[src/rtl/ssd_pkg.sv]
// Shared types and constants for the seven-segment scan controller.
package ssd_pkg;

    typedef enum logic [1:0] {
        ST_IDLE    = 2'd0,
        ST_CONVERT = 2'd1,
        ST_COMMIT  = 2'd2
    } state_t;

    localparam int DIGITS = 4;
    localparam int BCD_W  = 20;

    localparam logic [3:0] AN_D0 = 4'b1110;
    localparam logic [3:0] AN_D1 = 4'b1101;
    localparam logic [3:0] AN_D2 = 4'b1011;
    localparam logic [3:0] AN_D3 = 4'b0111;

    localparam logic [6:0] SEG_BLANK = 7'b1111111;
    localparam logic [6:0] SEG_ZERO  = 7'b1000000;

    // Double-dabble correction: every BCD nibble >= 5 gets +3 before the shift.
    function automatic logic [BCD_W-1:0] bcd_add3(input logic [BCD_W-1:0] b);
        logic [BCD_W-1:0] r;
        r = '0;
        for (int i = 0; i < BCD_W / 4; i++) begin
            r[4*i +: 4] = (b[4*i +: 4] >= 4'd5) ? b[4*i +: 4] + 4'd3 : b[4*i +: 4];
        end
        return r;
    endfunction

    function automatic logic [3:0] an_of(input logic [1:0] sel);
        logic [3:0] a;
        case (sel)
            2'd0:    a = AN_D0;
            2'd1:    a = AN_D1;
            2'd2:    a = AN_D2;
            default: a = AN_D3;
        endcase
        return a;
    endfunction

endpackage

[src/rtl/ssd_driver.sv]
// Hex nibble to active-low seven-segment pattern, bit order {g,f,e,d,c,b,a}.
import ssd_pkg::*;

module ssd_driver (
    input  logic [3:0] digit_i,
    output logic [6:0] seg_o
);

    always_comb begin
        seg_o = SEG_BLANK;
        case (digit_i)
            4'h0: seg_o = 7'b1000000;
            4'h1: seg_o = 7'b1111001;
            4'h2: seg_o = 7'b0100100;
            4'h3: seg_o = 7'b0110000;
            4'h4: seg_o = 7'b0011001;
            4'h5: seg_o = 7'b0010010;
            4'h6: seg_o = 7'b0000010;
            4'h7: seg_o = 7'b1111000;
            4'h8: seg_o = 7'b0000000;
            4'h9: seg_o = 7'b0010000;
            4'hA: seg_o = 7'b0001000;
            4'hB: seg_o = 7'b0000011;
            4'hC: seg_o = 7'b1000110;
            4'hD: seg_o = 7'b0100001;
            4'hE: seg_o = 7'b0000110;
            4'hF: seg_o = 7'b0001110;
            default: seg_o = SEG_BLANK;
        endcase
    end

endmodule

[src/rtl/ssd_scan_controller.sv]
// Double-buffered 4-digit display: hex or double-dabble decimal conversion, then
// continuous anode/cathode scan. States: IDLE (accept) | CONVERT (16 dabble steps) | COMMIT (load disp).
import ssd_pkg::*;

module ssd_scan_controller #(
    parameter int REFRESH_DIV = 10000
) (
    input  logic        clock,
    input  logic        reset,
    input  logic [15:0] value_in,
    input  logic        value_valid,
    input  logic        decimal_mode,
    output logic        value_ready,
    output logic        busy,
    output logic        overflow,
    output logic [3:0]  an,
    output logic [6:0]  cathode
);

    localparam int CNT_W = (REFRESH_DIV > 2) ? $clog2(REFRESH_DIV) : 1;
    localparam logic [CNT_W-1:0] CNT_LAST = CNT_W'(REFRESH_DIV - 1);

    state_t             state_q, state_d;
    logic [15:0]        shift_q, shift_d;
    logic [BCD_W-1:0]   bcd_q, bcd_d;
    logic [3:0]         iter_q, iter_d;
    logic               dec_q, dec_d;
    logic [15:0]        disp_q, disp_d;
    logic               ovf_q, ovf_d;
    logic [CNT_W-1:0]   cnt_q, cnt_d;
    logic [1:0]         sel_q, sel_d;
    logic [3:0]         an_q;
    logic [6:0]         cathode_q;
    logic [BCD_W-1:0]   bcd_adj;
    logic [3:0]         nibble;
    logic [6:0]         seg_nxt;

    assign bcd_adj = bcd_add3(bcd_q);

    always_comb begin
        state_d = state_q;
        shift_d = shift_q;
        bcd_d   = bcd_q;
        iter_d  = iter_q;
        dec_d   = dec_q;
        disp_d  = disp_q;
        ovf_d   = ovf_q;
        case (state_q)
            ST_IDLE: begin
                if (value_valid) begin
                    shift_d = value_in;
                    dec_d   = decimal_mode;
                    bcd_d   = '0;
                    iter_d  = 4'd0;
                    state_d = decimal_mode ? ST_CONVERT : ST_COMMIT;
                end
            end
            ST_CONVERT: begin
                bcd_d   = {bcd_adj[BCD_W-2:0], shift_q[15]};
                shift_d = {shift_q[14:0], 1'b0};
                iter_d  = iter_q + 4'd1;
                if (iter_q == 4'd15) begin
                    state_d = ST_COMMIT;
                end
            end
            ST_COMMIT: begin
                // In hex mode shift_q was never shifted, so it still holds the captured value.
                disp_d  = dec_q ? bcd_q[15:0] : shift_q;
                ovf_d   = dec_q & (|bcd_q[BCD_W-1:16]);
                state_d = ST_IDLE;
            end
            default: state_d = ST_IDLE;
        endcase
    end

    always_comb begin
        if (cnt_q == CNT_LAST) begin
            cnt_d = '0;
            sel_d = sel_q + 2'd1;
        end else begin
            cnt_d = cnt_q + CNT_W'(1);
            sel_d = sel_q;
        end
        nibble = disp_q[{sel_d, 2'b00} +: 4];
    end

    ssd_driver u_driver (
        .digit_i (nibble),
        .seg_o   (seg_nxt)
    );

    always_ff @(posedge clock) begin
        if (reset) begin
            state_q   <= ST_IDLE;
            shift_q   <= '0;
            bcd_q     <= '0;
            iter_q    <= '0;
            dec_q     <= 1'b0;
            disp_q    <= '0;
            ovf_q     <= 1'b0;
            cnt_q     <= '0;
            sel_q     <= 2'd0;
            an_q      <= AN_D0;
            cathode_q <= SEG_ZERO;
        end else begin
            state_q   <= state_d;
            shift_q   <= shift_d;
            bcd_q     <= bcd_d;
            iter_q    <= iter_d;
            dec_q     <= dec_d;
            disp_q    <= disp_d;
            ovf_q     <= ovf_d;
            cnt_q     <= cnt_d;
            sel_q     <= sel_d;
            // Anode and cathode share one edge so no digit ever shows its neighbour's segments.
            an_q      <= an_of(sel_d);
            cathode_q <= seg_nxt;
        end
    end

    assign value_ready = (state_q == ST_IDLE);
    assign busy        = ~value_ready;
    assign overflow    = ovf_q;
    assign an          = an_q;
    assign cathode     = cathode_q;

endmodule

[config.mk]
export PLATFORM = sky130hd
export DESIGN_NAME = ssd_scan_controller
export DESIGN_NICKNAME = d
export VERILOG_FILES = /design/src/rtl/ssd_pkg.sv /design/src/rtl/ssd_driver.sv /design/src/rtl/ssd_scan_controller.sv
export SDC_FILE = /design/constraint.sdc
export NUM_CORES = 1
export LEC_CHECK = 0
export ABC_AREA = 1
export CORE_UTILIZATION = 50
export CTS_CLUSTER_DIAMETER = 60
export DETAILED_ROUTE_END_ITERATION = 8
export GPL_ROUTABILITY_DRIVEN = 0
export GPL_TIMING_DRIVEN = 1
export HOLD_SLACK_MARGIN = 0.02
export PLACE_DENSITY_LB_ADDON = 0.2
export SLEW_MARGIN = 5
export SYNTH_ARGS = -nofsm -noshare
export SYNTH_HDL_FRONTEND = slang
export SYNTH_HIERARCHICAL = 1
export SYNTH_SLANG_ARGS = --single-unit
[constraint.sdc]
create_clock -name clock -period 6.2 [get_ports clock]
set_clock_uncertainty 0.2 [all_clocks]
set_input_delay 1.55 -clock clock [delete_from_list [all_inputs] [get_ports clock]]
set_output_delay 1.55 -clock clock [all_outputs]
set_load 0.05 [all_outputs]
-- Yosys cells after proc, flatten, opt, wreduce, memory -nomap -nowiden
Memories as Yosys holds them, arrays and structs flattened. A register that Yosys moved wholly into a read port is not among the register bits.
Cells that the tools add are included.
- bitwise operators: 2
- multiplexer cells: 18
- equality and inequality tests: 8
- shift-type cells: 1
- add/sub/neg operators: 8
- magnitude comparators: 5
- reduce and logical (&&, ||, !) cells: 8
- operators with widths (cell ; number):
    $pmux 20 s2 ; 1
    $mux 16 ; 2
    $pmux 16 s2 ; 1
    $ge 4x3->1 const B ; 5
    $mux 20 ; 1
    $mux 4 ; 5
    $add 4x2->4 const B ; 4
    $shiftx 16x5->4 ; 1
    $add 14x1->14 const B ; 1
    $eq 14x14->1 const B ; 1
    $pmux 4 s3 ; 1
    $mux 2 ; 4
    $pmux 4 s2 ; 1
    $reduce_and 2->1 ; 3
    $add 4x1->4 const B ; 1
    $eq 2x1->1 const B ; 2
    $eq 2x2->1 const B ; 2
    $eq 4x4->1 const B ; 1
    $logic_not 2->1 ; 2
    $ne 2x2->1 const B ; 2
    $pmux 2 s2 ; 1
    $reduce_or 4->1 ; 1
    $add 3x2->3 const B ; 1
    $mux 3 ; 1
    other kinds (5) ; 5
- memory bits (read-only): 112
- output and inout port bits: 14
- register bits: 80
- memories: 1
- word-level logic and storage cells: 61
- memory list (name ; depth ; width ; read ports ; clocked after memory_dff ; wr ports ; line ; source):
    (no name shown) ; 16 ; 7 ; 1 ; 1 ; 0 ; ssd_driver.sv:11 ; case (digit_i)

-- Depth between registers and ports, before layout
- word-level depth: 4
- gate-level depth with buffers: 18
- gate-level depth less buffers: 18

-- Hierarchy
The synthesis kept the hierarchy.
- by module, submodules not included (module ; cells an instance ; area each (µm²) ; times used):
    ssd_scan_controller ; 555 ; 4041.4 ; 1
    ssd_driver ; 49 ; 274.0 ; 1

-- Worst setup path after synthesis
Ideal clock, no wire load.
- path kind: flip-flop to output port
- from: register state_q[0]
- to: output busy
- buffers on the path: 0
- cell stages (with the launch flop): 3
- data required time: 4450 ps
- data arrival time: 1469 ps
- path slack: 2981 ps
- cells stage by stage: dfxtp_1 > nor2_1 > inv_1
- longest elaborated chain between the ends: 2
- ends and longest elaborated chain (what ; line ; source):
    start: declaration ; ssd_scan_controller.sv:23 ; state_t state_q, state_d;
    start signal: assignment ; ssd_scan_controller.sv:106 ; state_q <= state_d;
    $logic_not 2->1 ; ssd_scan_controller.sv:121 ; assign value_ready = (state_q == ST_IDLE);
    named net value_ready ; ssd_scan_controller.sv:13 ; output logic value_ready,
    $not 1->1 ; ssd_scan_controller.sv:122 ; assign busy = ~value_ready;
    end: declaration ; ssd_scan_controller.sv:14 ; output logic busy,
The timed path passes the listed nets, and every way through them passes these cells.

-- Final worst setup path
- from: input reset
- to: register cnt_q[2]
- longest elaborated chain between the ends: 1
- ends and longest elaborated chain (what ; line ; source):
    start: declaration ; ssd_scan_controller.sv:9 ; input logic reset,
    $reduce_or 2->1 (no source line) ; n/a ;
    end signal: assignment ; ssd_scan_controller.sv:113 ; cnt_q <= cnt_d;
    end: declaration ; ssd_scan_controller.sv:30 ; logic [CNT_W-1:0] cnt_q, cnt_d;
No other way between the ends.
A chain may end at the register's enable or synchronous reset.

==> results.json <==
{
  "die_x_um": 94.9,
  "row_count": 33,
  "maxSlewViolCount": 0,
  "power_density_nw_per_um2": 243,
  "dp_hpwl_um": 6390,
  "arrival_ns": 3.68,
  "grt_overflow": 0,
  "synthFlopType": "dfxtp_1",
  "path_max_fanout": 40,
  "drtAntennaViolNets": 0,
  "ys_ff_latch": 87,
  "drt-met1-wl_um": 4300,
  "fin_crit_sh_pct": 58.2,
  "cts_buffer_depth": 2,
  "fmax_ghz": 0.277,
  "syn_to_final_growth_pct": 13.4,
  "met3_length_um": 338,
  "die_area_um2": 9010,
  "maxCapViolCount": 0,
  "path_clk_slew_ns": 0.08,
  "post-cts-setup-buffers": 0,
  "io_buffers": 33,
  "ys_seq_area_share_pct": 40.4,
  "worstMarginPinSlew_ns": 1.07,
  "drive_above_1_share_pct": 6.36,
  "yosysUniqueCellTypes": 34,
  "synthMuxAreaShare_pct": 0,
  "antenna_cells": 0,
  "yosys.area_share.adder_pct": 5.51,
  "grt_pass1_wl_um": 16300,
  "via_per_inst": 5.33,
  "ir_worst_vdd_mv": 0.113,
  "synth-simple-area-share_pct": 29.0,
  "synth.avg_cell_area_um2": 7.14,
  "wl_um": 9330,
  "setup_violations": 0,
  "highest_layer": "met4",
  "drt_iter0_markers": 170,
  "grt_pass1_vias": 3792,
  "synth_warnings": 6,
  "synth_edf_count": 0,
  "fin_crit_ns": 3.61,
  "critical_path_class": "input pin to flop",
  "vias": 3915,
  "grt_util_all_layers_pct": 22.7,
  "clkLatencyLatePin_ns": 0.36,
  "wl_met2_um": 4580,
  "cp_data_required_time_ns": 6.27,
  "status": "completed",
  "htree_levels": 3,
  "hold_viol_final": 0,
  "cts_tree": "built",
  "grt_max_degree": 41,
  "clkSinkCount": 87,
  "finalWorstSetupSlack_ns": 2.59,
  "yosys.area_share.xor_xnor_pct": 2.03,
  "slew-limit-headroom_pct": 28.7,
  "synthArstFlopShare_pct": 0,
  "power_leakage_nw": 1.89,
  "holdBufCountCts": 0,
  "wire_per_inst_um": 12.7,
  "synthCells": 604,
  "synth_area_um2": 4320,
  "synth_top_family_by_area": "simple AND/OR/NAND/NOR gates",
  "fp.coreArea_um2": 8300,
  "cts-buffers-inserted": 9,
  "syn_nets": 643,
  "dp_worst_setup_slack_ns": 2.26,
  "tns_ns": 0,
  "ios": 34,
  "synth_compound_area_share_pct": 15.6,
  "nets": 663,
  "rsz0062_at_grt": "false",
  "startpoint_type": "input pin",
  "drc": 0,
  "hold_class": "flop to flop",
  "post_cts_resized": 0,
  "initial_utilization_pct": 52.0,
  "antenna_found_initial": 0,
  "post-route-util_pct": 59.0,
  "cts_root_buf": "clkbuf_8",
  "die_y_um": 94.9,
  "dr.pass1.iters": 4,
  "crit_path_end_kind": "flop"
}
## cell usage after synthesis, types with 3 or more instances
master,n,share of area [%]
o21ai_0,45,5.2
xor2_1,10,2.0
nor2_1,30,2.6
or2_2,7,1.0
nand4_1,7,1.0
clkbuf_1,14,1.2
dfxtp_1,87,40
nand3_2,4,0.93
nor2_4,3,0.78
a31oi_1,31,4.5
buf_2,9,1.0
a21oi_1,37,4.3
ha_1,19,5.5
nand3_1,46,5.3
inv_1,52,4.5
nand2_1,180,16
## through the flow
step | hold slack (ns) | instance area, um2 | power [mW] | instances
floorplan | 0.230 | 4320 | 0.715 | 604
global placement | 0.239 | 4670 | 0.756 | 718
detailed placement | 0.252 | 4670 | 0.759 | 718
CTS | 0.272 | 4890 | 1.20 | 734
global route | 0.294 | 4890 | 1.24 | 734
finish | 0.271 | 4890 | 1.19 | 734
## state kept, by name, summed over array words and instances (netlist names)
signal	cells
cathode	7
dec_q	1
state_q	2
disp_q	16
bcd_q	20
shift_q	16
an	4
overflow	1
sel_q	2
iter_q	4
cnt_q	14
## final cells by class
cell class | instances | area, um2
clock inverters | 5 | 81.3
fillers | 772 | 3400
clock buffers | 11 | 141
multi-input cells | 437 | 2250
repair buffers | 35 | 345
flip-flops and latches | 87 | 1740
inverters | 54 | 203
well taps | 105 | 131
## routing by layer
metal,up-vias,GRT usage [%]
met5,-,0
met4,0,7.95
met3,11,3.30
met2,62,40.7
met1,1817,27.3
li1,2025,-
## critical path, stage by stage
cell             delay, ns
clkdlybuf4s50_1       0.40
buf_4                 0.26
inv_1                 0.65
nand2_1               0.49
nor3b_1               0.29
## layout by cell type, fill, tap and decap left out, types with 2 or more instances in the layout
master           count
nor2_1              30
clkbuf_8            10
inv_2                2
ha_1                19
clkdlybuf4s50_1     33
a21oi_1             37
nand3_2              4
o211ai_1             2
nor2_2               2
inv_1               52
nand4_1              7
dfxtp_1             87
bufinv_16            2
nor3_1               2
nand2_1            180
buf_4                2
o21ai_0             45
or2_2                7
xor2_1              10
a31oi_1             31
nor2_4               3
nand3_1             46
nand2_4              2
## path summary, 6_finish.rpt
| check | start | to | slack [ns] | depth (start not counted) |
|---|---|---|---|---|
| worst max-delay path | reset | cnt_q[2] | 2.59 | 5 |
| worst min-delay path | cnt_q[0] | cnt_q[0] | 0.27 | 1 |
| worst max register to register | state_q[1] | bcd_q[19] | 3.30 | 6 |
| worst min register to register | cnt_q[0] | cnt_q[0] | 0.27 | 1 |
## power by group
group	total (mW)	switching (mW)	internal [mW]
clock network	0.443	0.205	0.238
registers	0.604	0.0201	0.584
logic	0.143	0.0929	0.0497
total	1.19	0.318	0.872
## logic make-up (layout without fill, tap and decap cells)
logic type | after synthesis | count (layout)
flops | 87 | 87
simple gates | 287 | 287
compound gates | 121 | 121
fa+ha+maj | 19 | 19
xor+xnor | 10 | 10
buf+inv | 80 | 105
(Power assumes the default switching activity.)
